<file path="src/rtl/spi_pkg.sv">
// rtl/spi_pkg.sv - shared types and constants for the SPI minion endpoint
package spi_pkg;

  localparam int SYNC_DEPTH = 2;

  typedef enum logic [1:0] {
    WAIT_HIGH,
    IDLE,
    ACTIVE
  } spi_minion_state_t;

endpackage

</file>
<file path="src/rtl/spi_sync_edge.sv">
// rtl/spi_sync_edge.sv - two-flop synchroniser plus history flop for edge pulses
module spi_sync_edge
  import spi_pkg::*;
#(
  parameter logic RESET_VAL = 1'b0
) (
  input  logic clk,
  input  logic reset,
  input  logic din,
  output logic level,
  output logic pos,
  output logic neg
);

  logic [SYNC_DEPTH-1:0] sync_q;
  logic                  hist_q;

  always_ff @(posedge clk or negedge reset) begin
    if (!reset) begin
      sync_q <= {SYNC_DEPTH{RESET_VAL}};
      hist_q <= RESET_VAL;
    end else begin
      sync_q <= {sync_q[SYNC_DEPTH-2:0], din};
      hist_q <= sync_q[SYNC_DEPTH-1];
    end
  end

  assign level = sync_q[SYNC_DEPTH-1];
  assign pos   = level & ~hist_q;
  assign neg   = ~level & hist_q;

endmodule

</file>
<file path="src/rtl/spi_minion.sv">
// rtl/spi_minion.sv - SPI mode-0 endpoint: MOSI words to send port, recv port words to MISO
module spi_minion
  import spi_pkg::*;
#(
  parameter int nbits = 8
) (
  input  logic             clk,
  input  logic             reset,
  input  logic             cs,
  input  logic             sclk,
  input  logic             mosi,
  output logic             miso,
  input  logic [nbits-1:0] recv_msg,
  input  logic             recv_val,
  output logic             recv_rdy,
  output logic [nbits-1:0] send_msg,
  output logic             send_val,
  input  logic             send_rdy,
  output logic             overflow
);

  localparam int CNT_W    = $clog2(nbits + 1);
  localparam int SETTLE_W = $clog2(SYNC_DEPTH + 1);

  logic cs_lvl, cs_rise, cs_fall;
  logic sclk_lvl, sclk_pos, sclk_neg;
  logic mosi_lvl, mosi_pos, mosi_neg;

  spi_sync_edge #(.RESET_VAL(1'b1)) u_cs_sync (
    .clk(clk), .reset(reset), .din(cs), .level(cs_lvl), .pos(cs_rise), .neg(cs_fall)
  );
  spi_sync_edge #(.RESET_VAL(1'b0)) u_sclk_sync (
    .clk(clk), .reset(reset), .din(sclk), .level(sclk_lvl), .pos(sclk_pos), .neg(sclk_neg)
  );
  spi_sync_edge #(.RESET_VAL(1'b0)) u_mosi_sync (
    .clk(clk), .reset(reset), .din(mosi), .level(mosi_lvl), .pos(mosi_pos), .neg(mosi_neg)
  );

  logic unused_edges;
  assign unused_edges = ^{sclk_lvl, mosi_pos, mosi_neg};

  spi_minion_state_t     state_q;
  logic [SETTLE_W-1:0]   settle_q;
  logic [CNT_W-1:0]      cnt_q;
  logic [nbits-1:0]      rx_sr_q;
  logic [nbits-1:0]      tx_sr_q;
  logic [nbits-1:0]      tx_buf_q;
  logic                  tx_full_q;
  logic                  send_full_q;
  logic                  overflow_q;

  logic                  settled;
  logic                  word_done;
  logic                  load;
  logic                  send_hs;
  logic                  recv_hs;
  logic [nbits-1:0]      rx_word;
  logic [nbits-1:0]      load_word;

  // cs level is trusted only once the chain holds real pin samples, not reset values
  assign settled   = (settle_q == SETTLE_W'(SYNC_DEPTH));
  assign word_done = (state_q == ACTIVE) && !cs_rise && sclk_pos && (cnt_q == CNT_W'(nbits - 1));
  assign load      = ((state_q == IDLE) && cs_fall) || word_done;
  assign send_hs   = send_full_q & send_rdy;
  assign recv_hs   = recv_val & ~tx_full_q;
  assign rx_word   = {rx_sr_q[nbits-2:0], mosi_lvl};
  assign load_word = tx_full_q ? tx_buf_q : '0;

  always_ff @(posedge clk or negedge reset) begin
    if (!reset) begin
      state_q     <= WAIT_HIGH;
      settle_q    <= '0;
      cnt_q       <= '0;
      rx_sr_q     <= '0;
      tx_sr_q     <= '0;
      tx_buf_q    <= '0;
      tx_full_q   <= 1'b0;
      send_msg    <= '0;
      send_full_q <= 1'b0;
      overflow_q  <= 1'b0;
    end else begin
      if (!settled) settle_q <= settle_q + SETTLE_W'(1);

      // a load consumes the pre-handshake buffer; a new word waits for the next slot
      tx_full_q <= (tx_full_q & ~load) | recv_hs;
      if (recv_hs) tx_buf_q <= recv_msg;

      if (word_done && (!send_full_q || send_hs)) begin
        send_msg    <= rx_word;
        send_full_q <= 1'b1;
      end else if (send_hs) begin
        send_full_q <= 1'b0;
      end
      if (word_done && send_full_q && !send_hs) overflow_q <= 1'b1;

      case (state_q)
        WAIT_HIGH: begin
          if (settled && cs_lvl) state_q <= IDLE;
        end
        IDLE: begin
          if (cs_fall) begin
            state_q <= ACTIVE;
            cnt_q   <= '0;
            tx_sr_q <= load_word;
          end
        end
        ACTIVE: begin
          if (cs_rise) begin
            state_q <= IDLE;
            cnt_q   <= '0;
            tx_sr_q <= '0;
          end else if (sclk_pos) begin
            rx_sr_q <= rx_word;
            if (word_done) begin
              cnt_q   <= '0;
              tx_sr_q <= load_word;
            end else begin
              cnt_q <= cnt_q + CNT_W'(1);
            end
          end else if (sclk_neg && cnt_q != '0) begin
            // count 0 means a fresh word was just loaded; keep its MSB on the wire
            tx_sr_q <= {tx_sr_q[nbits-2:0], 1'b0};
          end
        end
        default: state_q <= WAIT_HIGH;
      endcase
    end
  end

  assign miso     = tx_sr_q[nbits-1];
  assign recv_rdy = ~tx_full_q;
  assign send_val = send_full_q;
  assign overflow = overflow_q;

endmodule

</file>
<file path="config.mk">
export PLATFORM = sky130hd
export DESIGN_NAME = spi_minion
export DESIGN_NICKNAME = d
export VERILOG_FILES = /design/src/rtl/spi_pkg.sv /design/src/rtl/spi_sync_edge.sv /design/src/rtl/spi_minion.sv
export SDC_FILE = /design/constraint.sdc
export NUM_CORES = 1
export LEC_CHECK = 0
export BUFFER_PORTS_ARGS = -buffer_cell sky130_fd_sc_hd__buf_2
export CAP_MARGIN = 0
export CORE_ASPECT_RATIO = 0.6
export CORE_MARGIN = 2
export CORE_UTILIZATION = 55
export CTS_BUF_LIST = sky130_fd_sc_hd__clkbuf_2 sky130_fd_sc_hd__clkbuf_4 sky130_fd_sc_hd__clkbuf_8
export DETAILED_ROUTE_END_ITERATION = 7
export GPL_TIMING_DRIVEN = 0
export PLACE_DENSITY = 0.78
export SETUP_SLACK_MARGIN = 0.5
export SLEW_MARGIN = 15
export SYNTH_ARGS = -nofsm -noshare
export SYNTH_HDL_FRONTEND = slang
export SYNTH_SLANG_ARGS = --single-unit
</file>
<file path="constraint.sdc">
create_clock -name clk -period 5.5 [get_ports clk]
set_input_delay 0.825 -clock clk [delete_from_list [all_inputs] [get_ports clk]]
set_output_delay 0.825 -clock clk [all_outputs]
set_load 0.03 [all_outputs]
</file>
==> metrics.txt <==
Synth top area share 55.8%; Pins Over Slew Limit 0; worst path arrival time 1.25 ns; Worst-Skew Late Latency 0.29 ns; Main synth FF type dfrtp_1; dpl ws 3.47 ns; Seq cells post-synth 50; min-delay worst type reg -> reg; period utilization 37.8%; Max Clock Skew 0.00505 ns; CTS root buf clkbuf_8; Die ar. 0.00436 mm²; average size of a mapped cell 14.4 µm²; PnR worst setup slack 3.42 ns; number of flops mapped to enable cells by yosys 0; die height 52.0 µm; Final nets 198; PostCTS Resize Cnt 0; crit-path max cell delay 0.35 ns; post-synth top area cell dfrtp_1; initial DRC count 107; cts-stage hold buffer count 0; Top Ports 27; Via-to-Cell Ratio 5.52; drt first pass iters 4; Initial Util 57.3%; pin count of the biggest net entering global routing 51; CP Capture Type primary output; H-tree Lvls 2; clock sinks 50; Max Cap Viol 0; Max stage delay cell, worst path dfrtp_1; layout cells sized above 1 43.1%; Final Critical Period 2.08 ns; CTS Buffer Depth 2; status complete, no violations; setup TNS 0 ns; Async SR Flop Fraction 100%; CP Class reg -> out; PD cells 376 mW/mm²; Synth area leaders dfrtp_1, mux2_2, dfstp_2; crit path max fanout 10; initial antenna violation count 0; critical-path cell list clkbuf_1 > inv_1 > buf_2; final WL 3510 µm; # diodes 0; most frequent cell after synthesis dfrtp_1; Worst setup SP type register; TritonCTS clock tree built; total CTS buffers 5; max_slew headroom 58.1%; postcts setup bufs 0; row count 17; Slew @ Worst Pin 0.624 ns; Peak supply drop 0.181 mV; RSZ-0062 raised after global routing false; fmax 0.481 GHz; core box area 0.00368 mm²; gr usage total 18.3%; DRC Markers 0; Required @ worst endpoint 4.68 ns; Final GP Congestion 0.807; Final ANT Viol Nets 0; leak pwr 1.13 nW; Unique masters post-synth 38; post-synthesis sequential area ratio 59.5%; Detailed Place HPWL 2550 µm; via count 1,259; syn_nets 165; gr ovfl total 0; Reg clk slew, reported paths 0.08 ns; cells after synthesis 147; Commonest cells post-synth dfrtp_1, mux2_2, a32o_1, o21ai_0; synthesized area 0.00211 mm²; routed length per instance 15.4 µm; die width 84.0 µm; buffers added on ports 26; global-route wire length before repair 6020 µm; Ys Warns 0; Hold Violations, Final 0; vias in the first global route 1,282; setup violators final 0; Area Growth Syn to Fin 13.6%
==> worst paths after layout <==
kind	start	endpoint	slack (ns)	cells past startpoint
worst max-delay path	tx_full_q	recv_rdy	3.42	3
worst min-delay path	u_mosi_sync.sync_q[0]	u_mosi_sync.sync_q[1]	0.36	0
worst max register to register	cnt_q[0]	tx_sr_q[6]	3.45	6
worst min register to register	u_mosi_sync.sync_q[0]	u_mosi_sync.sync_q[1]	0.36	0
max in group asynchronous	reset	tx_sr_q[0]	4.56	1
min in group asynchronous	reset	send_msg[5]	0.54	1
==> worst max-delay path, delay by kind of cell (launching register included) <==
kind	cells	cell delay, ns
buffers and inverters	3	0.62
DFF	1	0.35
==> layout by cell type (no fill, tap or decap), drive strengths merged, types with 2 or more instances in the layout <==
cell type / count
clkbuf: 9
inv: 6
dfrtp: 47
nand2b: 4
dfstp: 3
nor2b: 4
a32o: 7
buf: 28
a211oi: 2
o21ai: 8
mux2: 31
ha: 3
nor3: 2
nand2: 7
==> cell families (layout without fill, tap and decap cells) <==
family	after synthesis	count (layout)	synth area share [%]
xor gates and xnor gates	1	1	0.415
muxes	31	31	16.7
and+or+nand+nor	28	28	9.55
buffers and inverters	10	44	2.14
AOI/OAI and AO/OA	24	24	9.91
adders and majority gates	3	3	1.78
DFF	50	50	59.5
==> through the flow <==
step	cells	hold slack, ns	cell area [µm²]	util, %	power [W]
after floorplan	147	0.331	2110	-	0.000637
after global placement	220	0.334	2300	62.5	0.000679
after detailed placement	220	0.337	2300	62.5	0.000698
after CTS	228	0.356	2390	65.0	0.000910
after global routing	228	0.367	2400	65.1	0.000954
final	228	0.356	2400	65.1	0.000902
==> registers in the layout (all words and copies together), names as in the netlist <==
name and cells:
rx_sr_q 7, send_msg 8, settle_q 2, cnt_q 4, u_sclk_sync.hist_q 1, send_val 1, u_sclk_sync.sync_q 2, u_cs_sync.sync_q 2
tx_sr_q 8, state_q 2, u_cs_sync.hist_q 1, overflow 1, tx_full_q 1, u_mosi_sync.sync_q 2, tx_buf_q 8
==> final cells by class <==
class / count / area [µm²]
clock inverter: 1 / 5.00
tap: 47 / 58.8
multi-input combinational: 87 / 810
inverter: 6 / 22.5
fill: 264 / 1280
clock buffer: 7 / 90.1
buffer: 4 / 22.5
sequential: 50 / 1250
timing repair buffer: 26 / 133
==> routing by layer <==
metal	global-route usage (%)	part of all wire (%)	routed length, µm	up-vias
li1	-	-	-	597
met1	24.3	47	1650	635
met2	30.1	48	1700	23
met3	4.76	3.5	123	4
met4	5.65	1.0	35	0
met5	0	0	0	-
==> report_power, final <==
part | switching [W] | total (W) | internal [W]
Clock | 0.000107 | 0.000213 | 0.000106
Combinational | 0.0000957 | 0.000208 | 0.000112
Sequential | 0.0000417 | 0.000481 | 0.000439
Total | 0.000244 | 0.000902 | 0.000658
Note: power is estimated with default switching activity, not from simulation.
